**src/rtl/wd_pkg.sv**
```systemverilog
// Shared definitions for the watchdog APB completer: register map, CTRL bits,
// reset/unlock constants and the bus operation type.
package wd_pkg;

  localparam logic [7:0] WD_LOAD   = 8'h00;
  localparam logic [7:0] WD_VALUE  = 8'h04;
  localparam logic [7:0] WD_CTRL   = 8'h08;
  localparam logic [7:0] WD_INTCLR = 8'h0C;
  localparam logic [7:0] WD_RIS    = 8'h10;
  localparam logic [7:0] WD_MIS    = 8'h14;
  localparam logic [7:0] WD_LOCK   = 8'hC0;

  localparam int WD_CTRL_INTEN = 0;
  localparam int WD_CTRL_RESEN = 1;

  localparam logic [31:0] WD_UNLOCK_KEY = 32'h1ACC_E551;
  localparam logic [31:0] WD_LOAD_RST   = 32'hFFFF_FFFF;

  typedef enum logic {
    WD_OP_READ  = 1'b0,
    WD_OP_WRITE = 1'b1
  } wd_op_e;

endpackage

```
**src/rtl/wd_counter.sv**
```systemverilog
// Watchdog timebase: prescaler plus down-counter. A reload always wins over
// the tick; expiry is flagged only when the zero value is actually consumed.
module wd_counter #(
  parameter int                DATA_W   = 32,
  parameter int                PRESCALE = 1,
  parameter logic [DATA_W-1:0] LOAD_RST = '1
) (
  input  logic              clk_i,
  input  logic              rst_n_i,
  input  logic              en_i,
  input  logic              reload_i,
  input  logic [DATA_W-1:0] load_val_i,
  output logic [DATA_W-1:0] value_o,
  output logic              expire_o
);

  localparam int PS_W = (PRESCALE > 1) ? $clog2(PRESCALE) : 1;

  logic [PS_W-1:0]   ps_q, ps_d;
  logic [DATA_W-1:0] value_q, value_d;
  logic              tick;

  always_comb begin
    tick     = en_i && (ps_q == PS_W'(PRESCALE - 1));
    ps_d     = ps_q;
    value_d  = value_q;
    expire_o = 1'b0;
    if (en_i) begin
      ps_d = tick ? '0 : ps_q + 1'b1;
    end
    if (reload_i) begin
      value_d = load_val_i;
    end else if (tick) begin
      if (value_q == '0) begin
        value_d  = load_val_i;
        expire_o = 1'b1;
      end else begin
        value_d = value_q - 1'b1;
      end
    end
  end

  always_ff @(posedge clk_i or negedge rst_n_i) begin
    if (!rst_n_i) begin
      ps_q    <= '0;
      value_q <= LOAD_RST;
    end else begin
      ps_q    <= ps_d;
      value_q <= value_d;
    end
  end

  assign value_o = value_q;

endmodule

```
**src/rtl/wd_apb_slave.sv**
```systemverilog
// Watchdog APB completer: register file, address decode, lock and the
// interrupt/timeout flags around the wd_counter timebase.
module wd_apb_slave
  import wd_pkg::*;
#(
  parameter int                ADDR_W     = 8,
  parameter int                DATA_W     = 32,
  parameter int                PRESCALE   = 1,
  parameter logic [DATA_W-1:0] LOAD_RST   = WD_LOAD_RST,
  parameter logic [DATA_W-1:0] UNLOCK_KEY = WD_UNLOCK_KEY
) (
  input  logic              pclk_i,
  input  logic              preset_n_i,
  input  logic              psel_i,
  input  logic              penable_i,
  input  logic              pwrite_i,
  input  logic [ADDR_W-1:0] paddr_i,
  input  logic [DATA_W-1:0] pwdata_i,
  output logic [DATA_W-1:0] prdata_o,
  output logic              timeout_o,
  output logic              intr_o
);

  logic [DATA_W-1:0] load_q, load_d, prdata_q, prdata_d, rdata;
  logic [DATA_W-1:0] cnt_value, cnt_load_val;
  logic [1:0]        ctrl_q, ctrl_d;
  logic              ris_q, ris_d, timeout_q, timeout_d, locked_q, locked_d;
  logic              wr, rd, wr_ok, wr_load, wr_ctrl, wr_intclr, wr_lock;
  logic              cnt_reload, expire;

  always_comb begin
    wr           = psel_i & penable_i & pwrite_i;
    rd           = psel_i & penable_i & ~pwrite_i;
    wr_ok        = wr & ~locked_q;
    wr_load      = wr_ok & (paddr_i == ADDR_W'(WD_LOAD));
    wr_ctrl      = wr_ok & (paddr_i == ADDR_W'(WD_CTRL));
    wr_intclr    = wr_ok & (paddr_i == ADDR_W'(WD_INTCLR));
    wr_lock      = wr & (paddr_i == ADDR_W'(WD_LOCK));
    cnt_reload   = wr_load | wr_intclr;
    cnt_load_val = wr_load ? pwdata_i : load_q;
  end

  wd_counter #(
    .DATA_W  (DATA_W),
    .PRESCALE(PRESCALE),
    .LOAD_RST(LOAD_RST)
  ) u_counter (
    .clk_i     (pclk_i),
    .rst_n_i   (preset_n_i),
    .en_i      (ctrl_q[WD_CTRL_INTEN]),
    .reload_i  (cnt_reload),
    .load_val_i(cnt_load_val),
    .value_o   (cnt_value),
    .expire_o  (expire)
  );

  always_comb begin
    rdata = '0;
    case (paddr_i)
      ADDR_W'(WD_LOAD):  rdata = load_q;
      ADDR_W'(WD_VALUE): rdata = cnt_value;
      ADDR_W'(WD_CTRL):  rdata = {{(DATA_W-2){1'b0}}, ctrl_q};
      ADDR_W'(WD_RIS):   rdata = {{(DATA_W-1){1'b0}}, ris_q};
      ADDR_W'(WD_MIS):   rdata = {{(DATA_W-1){1'b0}}, ris_q & ctrl_q[WD_CTRL_INTEN]};
      ADDR_W'(WD_LOCK):  rdata = {{(DATA_W-1){1'b0}}, locked_q};
      default:           rdata = '0;
    endcase
  end

  // INTCLR outranks expiry; expire is already suppressed by any reload.
  always_comb begin
    load_d    = wr_load ? pwdata_i : load_q;
    ctrl_d    = wr_ctrl ? pwdata_i[1:0] : ctrl_q;
    locked_d  = wr_lock ? (pwdata_i != UNLOCK_KEY) : locked_q;
    prdata_d  = rd ? rdata : prdata_q;
    ris_d     = ris_q;
    timeout_d = timeout_q;
    if (wr_intclr) begin
      ris_d     = 1'b0;
      timeout_d = 1'b0;
    end else if (expire) begin
      ris_d = 1'b1;
      if (ris_q && ctrl_q[WD_CTRL_RESEN]) begin
        timeout_d = 1'b1;
      end
    end
  end

  always_ff @(posedge pclk_i or negedge preset_n_i) begin
    if (!preset_n_i) begin
      load_q    <= LOAD_RST;
      ctrl_q    <= '0;
      locked_q  <= 1'b0;
      ris_q     <= 1'b0;
      timeout_q <= 1'b0;
      prdata_q  <= '0;
    end else begin
      load_q    <= load_d;
      ctrl_q    <= ctrl_d;
      locked_q  <= locked_d;
      ris_q     <= ris_d;
      timeout_q <= timeout_d;
      prdata_q  <= prdata_d;
    end
  end

  assign prdata_o  = prdata_q;
  assign timeout_o = timeout_q;
  assign intr_o    = ris_q & ctrl_q[WD_CTRL_INTEN];

endmodule

```
**config.mk**
```make
export PLATFORM = sky130hd
export DESIGN_NAME = wd_apb_slave
export DESIGN_NICKNAME = d
export VERILOG_FILES = /design/src/rtl/wd_pkg.sv /design/src/rtl/wd_counter.sv /design/src/rtl/wd_apb_slave.sv
export SDC_FILE = /design/constraint.sdc
export NUM_CORES = 1
export LEC_CHECK = 0
export ABC_AREA = 1
export CAP_MARGIN = 5
export CORE_MARGIN = 3
export CORE_UTILIZATION = 50
export DETAILED_ROUTE_END_ITERATION = 6
export PLACE_DENSITY = 0.75
export SLEW_MARGIN = 20
export SYNTH_ARGS = -nofsm -noshare
export SYNTH_HDL_FRONTEND = slang
export SYNTH_SLANG_ARGS = --single-unit
```
**constraint.sdc**
```tcl
create_clock -name pclk_i -period 3.1 [get_ports pclk_i]
set_input_delay 0.62 -clock pclk_i [delete_from_list [all_inputs] [get_ports pclk_i]]
set_output_delay 0.62 -clock pclk_i [all_outputs]
set_load 0.005 [all_outputs]
```
==> results.ini, run 1 <==
[outcome]
status=complete, no violations

[final_layout]
multi_input_area_um2=2780
nets=970
seq_area_um2=2630
fin_cells=1071
syn_to_final_growth_pct=18.9
nFillCells=1089
antenna_cells=0
drive_above_1_share_pct=14.7

[power]
power_leakage_nw=3.67
ir_drop_v=0.000299
powerDensity_nw_per_um2=499

[clock_network]
clockBufferDepth=2
tritoncts=yes
cts_root_buffer=clkbuf_16
cts_resized=0
post_cts.repair.setup_buffers=0
cts_hold_buf=0
clock_latency_ns=0.35
cts.sinks=102
cts-buffers-inserted=9
cts_max_level=3
clk_pin_slew_worst_paths_ns=0.07

[yosys]
yosys_warnings=0
synth_area_per_cell_um2=7.14
syn_nets=903
ys_seq_area_share_pct=43.1
synth-compound-area-share_pct=8.03
yosysUniqueCellTypes=36
synthFlopType=dfstp_2
syn_area_um2=6110
synth_cells=856
synthSimpleGateAreaFrac_pct=35.3
synth-xor-area-share_pct=1.58
async_flop_share_pct=100
synth_top_family_by_area=simple AND/OR/NAND/NOR gates
synth_adder_area_share_pct=0.410
ys_ff_latch=102
synthMuxAreaShare_pct=0.184
synth_edf_count=0

[routing]
totalWireLength_mm=15.0
via_per_inst=5.09
wire_per_inst_um=14.0
ant_nets=0
drt-initial-drc-count=366
num_vias=5450
drc_errors=0
drt_pass1_iterations=5

[critical_path]
critical_path_class=input pin to flop
cp.depth=10
critical_path_peak_fanout=32
cp_num_buf_inv=3
crit_family=simple AND/OR/NAND/NOR gates
slowest_stage=clkdlybuf4s50_1
setup.worst_path.start_class=input pin
arrival_ns=2.50
crit_top_cell=nand2_1
rr_worst_depth=10
r2r_start=u_counter.value_o[0]$_DFFE_PN1P_
cp_cell_sequence=clkdlybuf4s50_1, nand3_1, nor2_1, nand2_1, nand2_2, inv_2, nand2_4, inv_2, nand2_1, nand2_1
crit_start=pwrite_i
cp_slowest_stage_delay_ns=0.49
end_kind=flop
r2r_slack_ns=0.97
required_ns=3.38

[sta]
setup_viol=0
tns_ns=0
slew_headroom_pct=52.4
final.setup.worst_slack_ns=0.875
hold_slack_ns=0.236
fin_crit_sh_pct=71.8
finalHoldViolCount=0
worst_pin_slew_ns=0.712
rsz0062_at_grt=false
drv_slew=0
fin_crit_ns=2.23
max_freq_ghz=0.449
skew_ns=0.00627

[placement]
place_hpwl_mm=10.9
place_inst=1055
dp_slack_ns=0.514
io_buffers=78
gp_congestion=0.970

[floorplanning]
start_util_pct=52.4
die_area_um2=13600
core_um2=11700
io_pins=79
dieWidth_um=117
fp.dieH_um=117
core.rowCount=39

[global_route]
grt_pass1_vias=5164
grt_first_pass_wirelength_mm=25.1
grt_overflow=0
antenna_found_initial=0
grt_max_degree=46
track_usage_pct=23.3

[worst_hold_path]
holdCritPathClass=input pin to async pin

[job]
maxCapViolations=0

==> metal layers <==
metal / part of all wire (%) / track usage, % / up-vias
met4: 1.5 / 7.11 / 0
li1: - / - / 2779
met1: 48 / 33.4 / 2519
met2: 46 / 37.5 / 131
met5: 0 / 0 / -
met3: 4.6 / 2.54 / 21
==> power by group <==
part	switching [W]	internal (W)	total, W	leakage, nW
clock	0.000496	0.000694	0.00119	0.151
combinational	0.000382	0.000274	0.000657	2.32
sequential	0.000193	0.00158	0.00178	1.20
==> cell usage in the layout (no fill, tap or decap), types with 12 or more instances in the layout <==
cell,instances
dfrtp_1,38
o22ai_1,31
nor2_1,62
o21ai_1,22
o21ai_0,12
o21ai_2,12
nand3_1,66
clkdlybuf4s50_1,77
inv_1,128
nand2_1,324
dfstp_2,64
==> metrics by stage <==
step | util, % | cell area (um2) | total power (W)
final | 62.3 | 7270 | 0.00362
after global routing | 62.3 | 7270 | 0.00382
after CTS | 62.3 | 7270 | 0.00365
after detailed placement | 59.6 | 6950 | 0.00244
after global placement | 59.6 | 6950 | 0.00244
after floorplan | - | 6110 | 0.00219
==> final timing paths <==
check / end
max: u_counter.value_o[19]$_DFFE_PN1P_
min: prdata_o[23]$_DFFE_PN0P_
max reg2reg: u_counter.value_o[19]$_DFFE_PN1P_
min reg2reg: prdata_o[16]$_DFFE_PN0P_
max in group asynchronous: load_q[1]$_DFF_PN1_
min in group pclk_i: prdata_o[16]$_DFFE_PN0P_
==> cell usage after synthesis, types with 12 or more instances <==
master	instances	area (um2)
nand2_1	324	1220
inv_1	128	480
nand3_1	66	330
dfstp_2	64	1680
nor2_1	63	236
dfrtp_1	38	951
o22ai_1	31	194
o21ai_1	22	110
clkbuf_1	12	45.0
o21ai_0	12	60.1
o21ai_2	12	105
==> area by class of cell <==
cell class / count / area share [%]
clock inverter: 4 / 0.740
multi-input combinational: 592 / 38.3
timing repair buffer: 87 / 11.8
inverter: 131 / 6.77
clock buffer: 12 / 3.67
sequential: 102 / 36.2
tap: 143 / 2.46
==> worst reg2reg max path: cells and delay by family (launching register included) <==
family / cells / cell delay [ns]
buffers and inverters: 1 / 0.10
adder cells (fa/ha/maj): 1 / 0.23
flip-flops: 1 / 0.54
AND/OR/NAND/NOR: 8 / 1.20
==> sequential cells by signal (all words and copies together) (netlist names) <==
name and count:
u_counter.value_o 32, load_q 32, ris_q 1, ctrl_q 2, prdata_o 32, locked_q 1
u_counter.ps_q 1, timeout_o 1
==> kinds of logic after synthesis <==
family | count (synthesis)
buffers and inverters | 162
XOR/XNOR | 11
flip-flops | 102
adder cells (fa/ha/maj) | 2
AND/OR/NAND/NOR | 498
AO/OA/AOI/OAI | 80
multiplexers | 1
No activity file was read; power rests on OpenSTA's default activity.
==> inputs of run 2 (changes only) <==
- PLACE_DENSITY: 0.75 -> 0.78
- clock period: 3.1 -> 1.95 ns (I/O delays scaled with it)
==> results.ini, run 2 (same netlist as run 1, synthesis figures left out) <==
[final_layout]
fin_util_pct=65.5
layout_commonest_cell=nand2_1
drive_above_1_share_pct=17.8
most-common-layout-cells=nand2_1 (324), inv_1 (128), clkdlybuf4s50_1 (77)
antenna_cells=0
fin_cells=1108
seq_area_um2=2630
syn_to_final_growth_pct=24.9
nets=1007
nFillCells=1016
multi_input_area_um2=2790

[critical_path]
required_ns=1.56
crit_family=buffers and inverters
setup.worst_path.start_class=flop
r2r_slack_ns=0.16
critical_path_class=flop to primary output
cp_slowest_stage_delay_ns=0.50
slowest_stage=clkdlybuf4s50_1
cp_num_buf_inv=2
end_kind=primary output
critical_path_peak_fanout=5
cp_cell_sequence=nand2_1, inv_1, clkdlybuf4s50_1
arrival_ns=1.45

[global_route]
grt_max_degree=35
grt_first_pass_wirelength_mm=25.8
track_usage_pct=24.2
antenna_found_initial=0
grt_pass1_vias=5333
grt_overflow=0

[job]
maxCapViolations=0

[routing]
num_vias=5706
drt_pass1_iterations=5
drt-initial-drc-count=366
totalWireLength_mm=15.6
ant_nets=0
wire_per_inst_um=14.1
drc_errors=0
via_per_inst=5.15

[clock_network]
cts.sinks=102
tritoncts=yes
cts_root_buffer=clkbuf_16
clock_latency_ns=0.35
clk_pin_slew_worst_paths_ns=0.07
clockBufferDepth=2
post_cts.repair.setup_buffers=0
cts-buffers-inserted=9
cts_max_level=3

[placement]
io_buffers=78
gp_congestion=0.953
place_inst=1091
place_hpwl_mm=11.6

[sta]
skew_ns=0.00496
setup_viol=0
finalHoldViolCount=0
worst_pin_slew_ns=0.465
max_freq_ghz=0.545
slew_headroom_pct=69.0
rsz0062_at_grt=false
hold_slack_ns=0.473
drv_slew=0
fin_crit_ns=1.84
fin_crit_sh_pct=94.1

[floorplanning]
core.rowCount=39
die_area_um2=13600
fp.dieH_um=117
dieWidth_um=117
start_util_pct=52.4
core_um2=11700
io_pins=79

[outcome]
status=complete, no violations

[power]
ir_drop_v=0.000483
power_leakage_nw=3.89
switching_share_pct=29.9
powerDensity_nw_per_um2=757
p_sw_w=0.00173
pwr-share-seq_pct=49.1
comb_power_share_pct=18.9
power.internal_w=0.00405
clkPwrFrac_pct=32.0

[worst_hold_path]
holdCritPathClass=flop to flop

## run 2: worst min-delay path, cell delays in order, from the launching register on
cell and delay (ns):
dfstp_2 0.38, nand2_1 0.06, nand2_1 0.04
## run 2: worst paths after layout
kind | start | to | cells after the start
worst min register to register | u_counter.value_o[0]$_DFFE_PN1P_ | u_counter.value_o[0]$_DFFE_PN1P_ | 2
max in group asynchronous | preset_n_i | u_counter.value_o[28]$_DFFE_PN1P_ | 3
worst max-delay path | ctrl_q[0]$_DFFE_PN0P_ | intr_o | 3
min in group asynchronous | preset_n_i | locked_q$_DFFE_PN0P_ | 2
worst max register to register | u_counter.value_o[0]$_DFFE_PN1P_ | u_counter.value_o[26]$_DFFE_PN1P_ | 10
worst min-delay path | u_counter.value_o[0]$_DFFE_PN1P_ | u_counter.value_o[0]$_DFFE_PN1P_ | 2
## run 2: stage by stage
step	TNS [ns]	cell area (um2)	total power, W	setup WS [ns]
3_3_place_gp	-3.24	7320	0.00391	-0.169
5_1_grt	0	7630	0.00610	0.0151
2_1_floorplan	0	6110	0.00348	0.372
3_5_place_dp	-6.39	7320	0.00395	-0.202
6_report	0	7630	0.00578	0.114
4_1_cts	0	7630	0.00581	0.109
## run 2: power groups by stage
stage	clock network, W	logic (W)	registers [W]
3_3_place_gp	0	0.00105	0.00286
3_5_place_dp	0	0.00109	0.00286
5_1_grt	0.00197	0.00125	0.00288
4_1_cts	0.00188	0.00110	0.00283
2_1_floorplan	0	0.000716	0.00277
6_report	0.00185	0.00109	0.00284
## run 2: area by class of cell
cell class / count / share of cell area (%)
Multi-Input combinational cell: 592 / 36.5
Sequential cell: 102 / 34.5
Timing Repair Buffer: 124 / 16.2
Inverter: 131 / 6.44
Clock buffer: 13 / 3.41
Tap cell: 143 / 2.34
Clock inverter: 3 / 0.557
## run 2: layer usage
metal,routed length (um),GRT usage [%],vias up
met5,0,0,-
met4,224,6.65,0
met3,862,4.87,19
met2,7320,38.9,160
met1,7170,33.5,2666
li1,-,-,2861
## run 2: what timing repair did
item                                    4_1_cts  5_1_grt
gates resized for setup                       0        2
hold buffers                                  1        0
hold endpoints to repair                      1        0
endpoints found under the setup margin        0       12
==> edit, RTL diff (config.mk and constraints of run 2) <==
Make the reset (`preset_n_i` and `rst_n_i`) synchronous in 2 clocked blocks.
--- a/src/rtl/wd_counter.sv
+++ b/src/rtl/wd_counter.sv
@@ -41,5 +41,5 @@
   end
 
-  always_ff @(posedge clk_i or negedge rst_n_i) begin
+  always_ff @(posedge clk_i) begin
     if (!rst_n_i) begin
       ps_q    <= '0;
--- a/src/rtl/wd_apb_slave.sv
+++ b/src/rtl/wd_apb_slave.sv
@@ -87,5 +87,5 @@
   end
 
-  always_ff @(posedge pclk_i or negedge preset_n_i) begin
+  always_ff @(posedge pclk_i) begin
     if (!preset_n_i) begin
       load_q    <= LOAD_RST;
Function: differs if preset_n_i is asserted again (counterexample within 4 cycles, from zero or initial values and one cycle with preset_n_i low); with preset_n_i held inactive, the same outputs for 4 cycles.
==> edit against run 2 <==
Sequential cell count unchanged; first-iteration DRC count up 38%; die area down 5.4%; final area down 4.9%; wire length up 1.3%; synthesized cell count up 2.8%; setup slack better by 0.016 ns; area after synthesis down 5.7%.
Power is not compared: it rests on default switching activity, and its combinational part moved more than twofold at a synthesized area within 25%.
==> edit: results (changes against run 2) <==
| Metric | Value |
|---|---|
| Slowest stage cell, crit path | sky130_fd_sc_hd__clkdlybuf4s50_1 (unchanged) |
| Met3 usage in global routing | 4.06% (was 4.87%) |
| Post-place instance area | 6960 um2 (was 7320 um2) |
| Nets | 1012 (was 1007) |
| Result of the run | finished, final reports clean (unchanged) |
| Gate count of the mapped netlist | 880 (was 856) |
| Latest clock arrival within the worst-skew pair | 0.35 ns (about the same) |
| Global-route wire length before repair | 26.2 mm (was 25.8 mm) |
| Met1 GRT Util | 33.1% (was 33.5%) |
| Detailed-route wire length per cell | 14.2 um (was 14.1 um) |
| Maximum buffer depth of the clock tree | 2 (unchanged) |
| CTS Root Cell | sky130_fd_sc_hd__clkbuf_16 (unchanged) |
| Post-CTS setup repair buffer count | 0 (unchanged) |
| Total via count after detailed routing | 5901 (was 5706) |
| Synthesized net count | 927 (was 903) |
| Main area contributors after synthesis | sky130_fd_sc_hd__dfxtp_1 (35%), sky130_fd_sc_hd__nand2_1 (18%), sky130_fd_sc_hd__inv_1 (5.9%) (was sky130_fd_sc_hd__dfstp_2 (28%), sky130_fd_sc_hd__nand2_1 (20%), sky130_fd_sc_hd__dfrtp_1 (16%)) |
| Slew at the pin with the worst max-slew slack | 0.505 ns (was 0.465 ns) |
| Worst vdd ir | a little under 0.6 mV |
| Worst path top cell family by delay | buffers and inverters (unchanged) |
| Global routing usage summed across all routing layers | 25.0% (was 24.2%) |
| Post-placement worst setup slack | -0.242 ns (was -0.202 ns) |
| Wire length after detailed routing | 15.8 mm (was 15.6 mm) |
| Drt first-iter violations | 506 (was 366) |
| Weighted congestion reported at the end of routability-driven placement | 0.982 (was 0.953) |
| Classification of the worst-slack hold path | reg2reg (unchanged) |
| Pin count of the biggest net entering global routing | 38 (was 35) |
| Final HPWL DP | 11.6 mm (about the same) |
| Number of hold violations in the final report | 0 (unchanged) |
| Number of distinct library cell variants in the gate-level netlist after synthesis | 38 (was 36) |
| Synth async-reset ratio | 0% (was 100%) |
| Endpoint arrival time on the critical path | 1.43 ns (was 1.45 ns) |
| Vias in the first global route | 5592 (was 5333) |
| Top cell types by occurrence after synthesis | sky130_fd_sc_hd__nand2_1 (280), sky130_fd_sc_hd__dfxtp_1 (102), sky130_fd_sc_hd__inv_1 (91) (was sky130_fd_sc_hd__nand2_1 (324), sky130_fd_sc_hd__inv_1 (128), sky130_fd_sc_hd__nand3_1 (66)) |
| Number of gates resized after cts | 0 (unchanged) |
| Prevailing post-synth register cell | sky130_fd_sc_hd__dfxtp_1 (was sky130_fd_sc_hd__dfstp_2) |
| # placed instances | 1094 (was 1091) |
| Proportion of layout cells with a drive suffix above 1 | 12.9% (was 17.8%) |
| CTS HTree Levels | 3 (unchanged) |
| Worst clock skew on the final layout | 0.00551 ns (was 0.00496 ns) |
| Register area share after synthesis | 35.4% (was 43.1%) |
| Met2 track demand over resource | 41.9% (was 38.9%) |
| Post-CTS clock slew at the launch and capture registers of the worst setup and hold paths | 0.07 ns (about the same) |
==> edit: cell types whose count changed in the layout (fill, tap and decap cells not counted), sizes merged, moves of 4 or more <==
cell,delta
dfxtp,+102
o22ai,-4
nand2,-30
dfrtp,-38
a21oi,+64
dfstp,-64
inv,-30
clkbuf,-4
buf,-9
nand3,+8
nor2,+4
==> edit: path summary, 6_finish.rpt <==
check / from / to / slack [ns] / depth (start not counted)
max: ctrl_q[0] / intr_o / 0.13 / 3
min reg2reg: u_counter.ps_q / u_counter.ps_q / 0.44 / 2
min: u_counter.ps_q / u_counter.ps_q / 0.44 / 2
max reg2reg: u_counter.value_o[1] / u_counter.value_o[20] / 0.14 / 11
==> edit: power breakdown <==
part	leakage (nW)	total [W]	switching, W	internal (W)
registers	0.824	0.00209	0.00000245	0.00208
clock network	0.141	0.00179	0.000801	0.000986
logic	2.18	0.000254	0.000125	0.000129
total	3.15	0.00413	0.000929	0.00320
==> edit: cells by family (layout without fill, tap and decap cells) <==
logic type                 count (synthesis)  in the layout  synth area share [%]
and+or+nand+nor                          482            482                  38.7
buffers and inverters                    142            232                  10.8
AOI/OAI and AO/OA                        141            141                  13.0
DFF                                      102            102                  35.4
xor gates and xnor gates                  11             11                  1.67
adders and majority gates                  2              2                 0.434
==> edit: routing by layer <==
layer / wire, um / vias to the layer above
li1: - / 2978
met1: 7180 / 2685
met2: 7420 / 217
met3: 942 / 21
met4: 241 / 0
met5: 0 / -
==> edit: area by class of cell <==
type                       count  area, um2
clock buffer                   9        225
timing repair buffer         115       1260
clock inverter                 7       65.1
fill                        1047       3770
sequential                   102       2040
multi-input combinational    636       3110
inverter                     101        382
tap                          140        175
